--- src/rtl/stack_unit_pkg.sv ---
// Shared types and helpers for the 8051 stack-pointer unit:
// sequencer state encoding and burst-length normalisation.
package stack_unit_pkg;

  typedef enum logic [1:0] {
    ST_IDLE = 2'd0,
    ST_PUSH = 2'd1,
    ST_POP  = 2'd2
  } state_e;

  localparam int CNT_W = 2;

  // A zero request means one beat; anything above the configured limit is clamped.
  function automatic logic [CNT_W-1:0] eff_len(input logic [1:0] req,
                                               input int unsigned burst_max);
    logic [CNT_W-1:0] lim;
    logic [CNT_W-1:0] len;
    lim = CNT_W'(burst_max);
    len = req;
    if (req == 2'd0) begin
      len = 2'd1;
    end else if (req > lim) begin
      len = lim;
    end else begin
      len = req;
    end
    return len;
  endfunction

endpackage

--- src/rtl/stack_unit.sv ---
// Stack-pointer register with a push/pop beat sequencer driving internal-RAM
// address and strobes, bounds-checked against SP_MIN/SP_MAX.
module stack_unit
  import stack_unit_pkg::*;
#(
  parameter int unsigned          SP_W      = 8,
  parameter logic [SP_W-1:0]      RST_SP    = 8'h07,
  parameter logic [SP_W-1:0]      SP_MIN    = 8'h07,
  parameter logic [SP_W-1:0]      SP_MAX    = 8'hFF,
  parameter int unsigned          BURST_MAX = 2,
  parameter logic [7:0]           SFR_ADDR  = 8'h81
) (
  input  logic            clock_i,
  input  logic            reset_ni,
  input  logic            wr_i,
  input  logic            wr_bit_i,
  input  logic [7:0]      wr_addr_i,
  input  logic [SP_W-1:0] wr_data_i,
  input  logic            push_req_i,
  input  logic            pop_req_i,
  input  logic [1:0]      burst_len_i,
  input  logic            clr_err_i,
  output logic            busy_o,
  output logic [SP_W-1:0] ram_addr_o,
  output logic            ram_wr_o,
  output logic            ram_rd_o,
  output logic [SP_W-1:0] sp_out_o,
  output logic            ovf_o,
  output logic            unf_o
);

  localparam logic [SP_W-1:0] SP_ONE = SP_W'(1);

  state_e           state_q, state_d;
  logic [CNT_W-1:0] cnt_q, cnt_d;
  logic [SP_W-1:0]  sp_q, sp_d;
  logic             ovf_q, ovf_d;
  logic             unf_q, unf_d;

  logic             sfr_wr_s;
  logic [SP_W-1:0]  addr_s;
  logic             wr_s;
  logic             rd_s;
  logic [CNT_W-1:0] len_s;

  assign sfr_wr_s = wr_i & ~wr_bit_i & (wr_addr_i == SFR_ADDR);
  assign len_s    = eff_len(burst_len_i, BURST_MAX);

  // Next-state, SP arithmetic, error flags and per-beat RAM strobes.
  always_comb begin
    state_d = state_q;
    cnt_d   = cnt_q;
    sp_d    = sp_q;
    ovf_d   = ovf_q & ~clr_err_i;
    unf_d   = unf_q & ~clr_err_i;
    addr_s  = sp_q;
    wr_s    = 1'b0;
    rd_s    = 1'b0;

    case (state_q)
      ST_IDLE: begin
        if (push_req_i) begin
          state_d = ST_PUSH;
          cnt_d   = len_s;
        end else if (pop_req_i) begin
          state_d = ST_POP;
          cnt_d   = len_s;
        end else begin
          state_d = ST_IDLE;
        end
      end
      ST_PUSH: begin
        addr_s = sp_q + SP_ONE;
        if (sp_q == SP_MAX) begin
          ovf_d   = 1'b1;
          cnt_d   = '0;
          state_d = ST_IDLE;
        end else begin
          wr_s  = 1'b1;
          sp_d  = sp_q + SP_ONE;
          cnt_d = cnt_q - 2'd1;
          if (cnt_q == 2'd1) begin
            state_d = ST_IDLE;
          end else begin
            state_d = ST_PUSH;
          end
        end
      end
      ST_POP: begin
        addr_s = sp_q;
        if (sp_q == SP_MIN) begin
          unf_d   = 1'b1;
          cnt_d   = '0;
          state_d = ST_IDLE;
        end else begin
          rd_s  = 1'b1;
          sp_d  = sp_q - SP_ONE;
          cnt_d = cnt_q - 2'd1;
          if (cnt_q == 2'd1) begin
            state_d = ST_IDLE;
          end else begin
            state_d = ST_POP;
          end
        end
      end
      default: begin
        state_d = ST_IDLE;
        cnt_d   = '0;
      end
    endcase

    // The SFR write owns SP this cycle; a running burst is abandoned, but a
    // request seen in IDLE still starts from the freshly written value.
    if (sfr_wr_s) begin
      sp_d = wr_data_i;
      if (state_q != ST_IDLE) begin
        state_d = ST_IDLE;
        cnt_d   = '0;
      end else begin
        state_d = state_d;
      end
    end else begin
      sp_d = sp_d;
    end
  end

  // State, beat counter, SP and sticky error flags.
  always_ff @(posedge clock_i or negedge reset_ni) begin
    if (!reset_ni) begin
      state_q <= ST_IDLE;
      cnt_q   <= '0;
      sp_q    <= RST_SP;
      ovf_q   <= 1'b0;
      unf_q   <= 1'b0;
    end else begin
      state_q <= state_d;
      cnt_q   <= cnt_d;
      sp_q    <= sp_d;
      ovf_q   <= ovf_d;
      unf_q   <= unf_d;
    end
  end

  assign busy_o     = (state_q != ST_IDLE);
  assign ram_addr_o = addr_s;
  assign ram_wr_o   = wr_s;
  assign ram_rd_o   = rd_s;
  assign sp_out_o   = sp_q;
  assign ovf_o      = ovf_q;
  assign unf_o      = unf_q;

endmodule

--- config.mk ---
export PLATFORM = sky130hd
export DESIGN_NAME = stack_unit
export DESIGN_NICKNAME = d
export VERILOG_FILES = /design/src/rtl/stack_unit_pkg.sv /design/src/rtl/stack_unit.sv
export SDC_FILE = /design/constraint.sdc
export NUM_CORES = 1
export LEC_CHECK = 0
export CAP_MARGIN = 20
export CORE_MARGIN = 3
export CORE_UTILIZATION = 47
export DETAILED_ROUTE_END_ITERATION = 7
export GPL_TIMING_DRIVEN = 0
export PLACE_DENSITY = 0.95
export SYNTH_ARGS = -nofsm -noshare
export SYNTH_HDL_FRONTEND = slang
export SYNTH_SLANG_ARGS = --single-unit
--- constraint.sdc ---
create_clock -name clock_i -period 5.8 [get_ports clock_i]
set_input_delay 0.58 -clock clock_i [delete_from_list [all_inputs] [get_ports clock_i]]
set_output_delay 0.58 -clock clock_i [all_outputs]
set_load 0.02 [all_outputs]
==> out/metrics.cfg <==
[run_status]
status=finished clean

[clock_network]
clock_latency_ns=0.29
path_clk_slew_ns=0.10
cts_root_buffer=clkbuf_4
htreeDepth=1
clock_path_buffers=2
cts_buffers=3
cts.sinks=14
cts_tree=built
cts-hold-fix-buffers=0
ctsResizeCount=0
post_cts_buffers=0

[timing]
rsz0062_at_grt=no
post-route-min-period_ns=2.95
slew_viol_final=0
hold_viol_final=0
period_share=0.509
max_clock_freq_mhz=339
fin_skew_ns=0.00497
finalSetupTns_ns=0
fin_ws_ns=2.85
tightest_slew_ns=0.685
hold_slack_ns=0.550
setup_viol=0
slew_headroom=0.542

[synth]
async_flop_share=1.00
ys_seq_area_frac=0.292
synth_seq_cells=14
syn_area_um2=1210
syn_inst=131
synthFlopType=dfrtp_1
syn_nets=160
synth.avg_cell_area_um2=9.26
synth_cell_type_count=43
synth-edff-count=0
yosys_warnings=0

[power]
p_leak_nw=0.670
powerDensity_nw_per_um2=579
irDropWorstVdd_mv=0.459
power_w=0.000999

[worst_hold_path]
hp-start=ovf_o
hp-class=reg -> reg

[route]
post-route-drc-count=0
drt_pass1_iterations=4
antenna_left=0
wl_um=3320
drt_iter0_markers=40
wl_per_cell_um=16.0
drt-vias-per-instance=5.88
dr_total_vias=1218

[floorplanning]
die_x_um=56.8
core_region_area_um2=2320
io_pins=46
die_h_um=56.8
fp-row-count=17
initial_core_util=0.523
dieArea_um2=3230

[global_route]
grt_max_degree=15
grt_usage=0.213
grt_pass1_wl_um=5550
antenna_found_initial=0
grt_pass1_vias=1231
grt_remaining_overflow=0

[layout]
final_common_cell=clkdlybuf4s50_1
layout.nets=209
antenna_cells=0
syn_to_final_growth_pct=42.2
most-common-layout-cells=clkdlybuf4s50_1 (44), xnor2_1 (11), nand2_1 (11), dfrtp_1 (11), o21ai_0 (10)
fin_util=0.744
drive_gt1_frac=0.140

[setup_path]
end_kind=output pin
worstReg2RegStart=sp_out_o[1]
r2r-end=sp_out_o[4]
startpoint=sp_out_o[2]
crit_path_end=ram_addr_o[7]
critical_path.max_fanout=10
worstSetupPathType=reg -> out
cp.arrival_ns=2.37
r2r_setup_slack_ns=3.68
start_kind=flip-flop
cp.required_ns=5.22
r2r_cells=7

[placed_design]
post-dp-hpwl_um=2520
dp_slack_ns=3.17
io_buffers=44
gp_congestion=0.861

[job]
cap_viol_max_count=0

layout make-up:
| cell class | instances | area, µm² |
|---|---|---|
| clock buffer | 4 | 36.3 |
| multi-input combinational | 99 | 741 |
| fill | 177 | 593 |
| tap | 28 | 35.0 |
| buffer | 9 | 85.1 |
| timing repair buffer | 44 | 440 |
| inverter | 9 | 33.8 |
| sequential | 14 | 354 |
power breakdown:
group	internal (W)	switching [W]
Combinational	0.000345	0.000385
Sequential	0.000149	0.0000446
Clock	0.0000382	0.0000377
worst max-delay path, stage by stage, from the launching register on:
cell             delay (ns)
dfstp_2                0.57
clkbuf_8               0.18
nand3_1                0.21
nor4_1                 0.34
xnor2_1                0.16
clkdlybuf4s50_1        0.61
logic make-up (layout without fill, tap and decap cells):
group	Yosys count	in the layout	share of synthesized area
AO/OA/AOI/OAI	30	30	0.198
XOR/XNOR	13	13	0.0938
adder cells (fa/ha/maj)	5	5	0.0495
buffers and inverters	18	66	0.0979
flip-flops	14	14	0.292
multiplexers	5	5	0.0454
AND/OR/NAND/NOR	46	46	0.224
state kept, by name, indices dropped and copies added, names as in the netlist:
signal	flops
sp_out_o	8
ovf_o	1
unf_o	1
state_q	2
cnt_q	2
stage by stage:
stage                     cells  instance area, µm²
after floorplan             131                1210
after global placement      203                1690
after detailed placement    203                1690
after CTS                   207                1730
after global routing        207                1730
final                       207                1730
cell usage after synthesis, types with 2 or more instances:
cell type  number  area (µm²)
clkbuf_1        2        7.51
clkbuf_8        2        27.5
xor2_1          2        17.5
a21oi_1         2        10.0
xnor2_1        11        96.3
dfrtp_1        11         275
mux2_2          4        45.0
nand4_1         2        12.5
nand2_1        11        41.3
nand3_1         4        20.0
nor2_1          7        26.3
nor4_1          3        18.8
buf_6           4        45.0
o22ai_1         6        37.5
inv_1           9        33.8
dfstp_2         3        78.8
o21ai_0        10        50.1
ha_1            4        50.1
nor3_1          4        20.0
nor4b_1         2        17.5
a21o_1          2        15.0
nor2b_1         3        18.8
a41oi_4         2        55.1
nand2b_1        2        12.5
per-layer routing:
| layer | up-vias | routed length (µm) | global-route usage |
|---|---|---|---|
| li1 | 573 | - | - |
| met1 | 578 | 1400 | 0.274 |
| met2 | 61 | 1660 | 0.363 |
| met3 | 6 | 213 | 0.0253 |
| met4 | 0 | 44 | 0.0762 |
| met5 | - | 0 | 0 |
how the worst min path moves through the flow:
stage | end | cells after the start | slack [ns]
floorplan | cnt_q[0] | 0 | 0.28
global placement | ovf_o | 2 | 0.52
detailed placement | ovf_o | 2 | 0.53
CTS | ovf_o | 2 | 0.55
global route | ovf_o | 2 | 0.57
finish | ovf_o | 2 | 0.55
(Power assumes the default switching activity.)
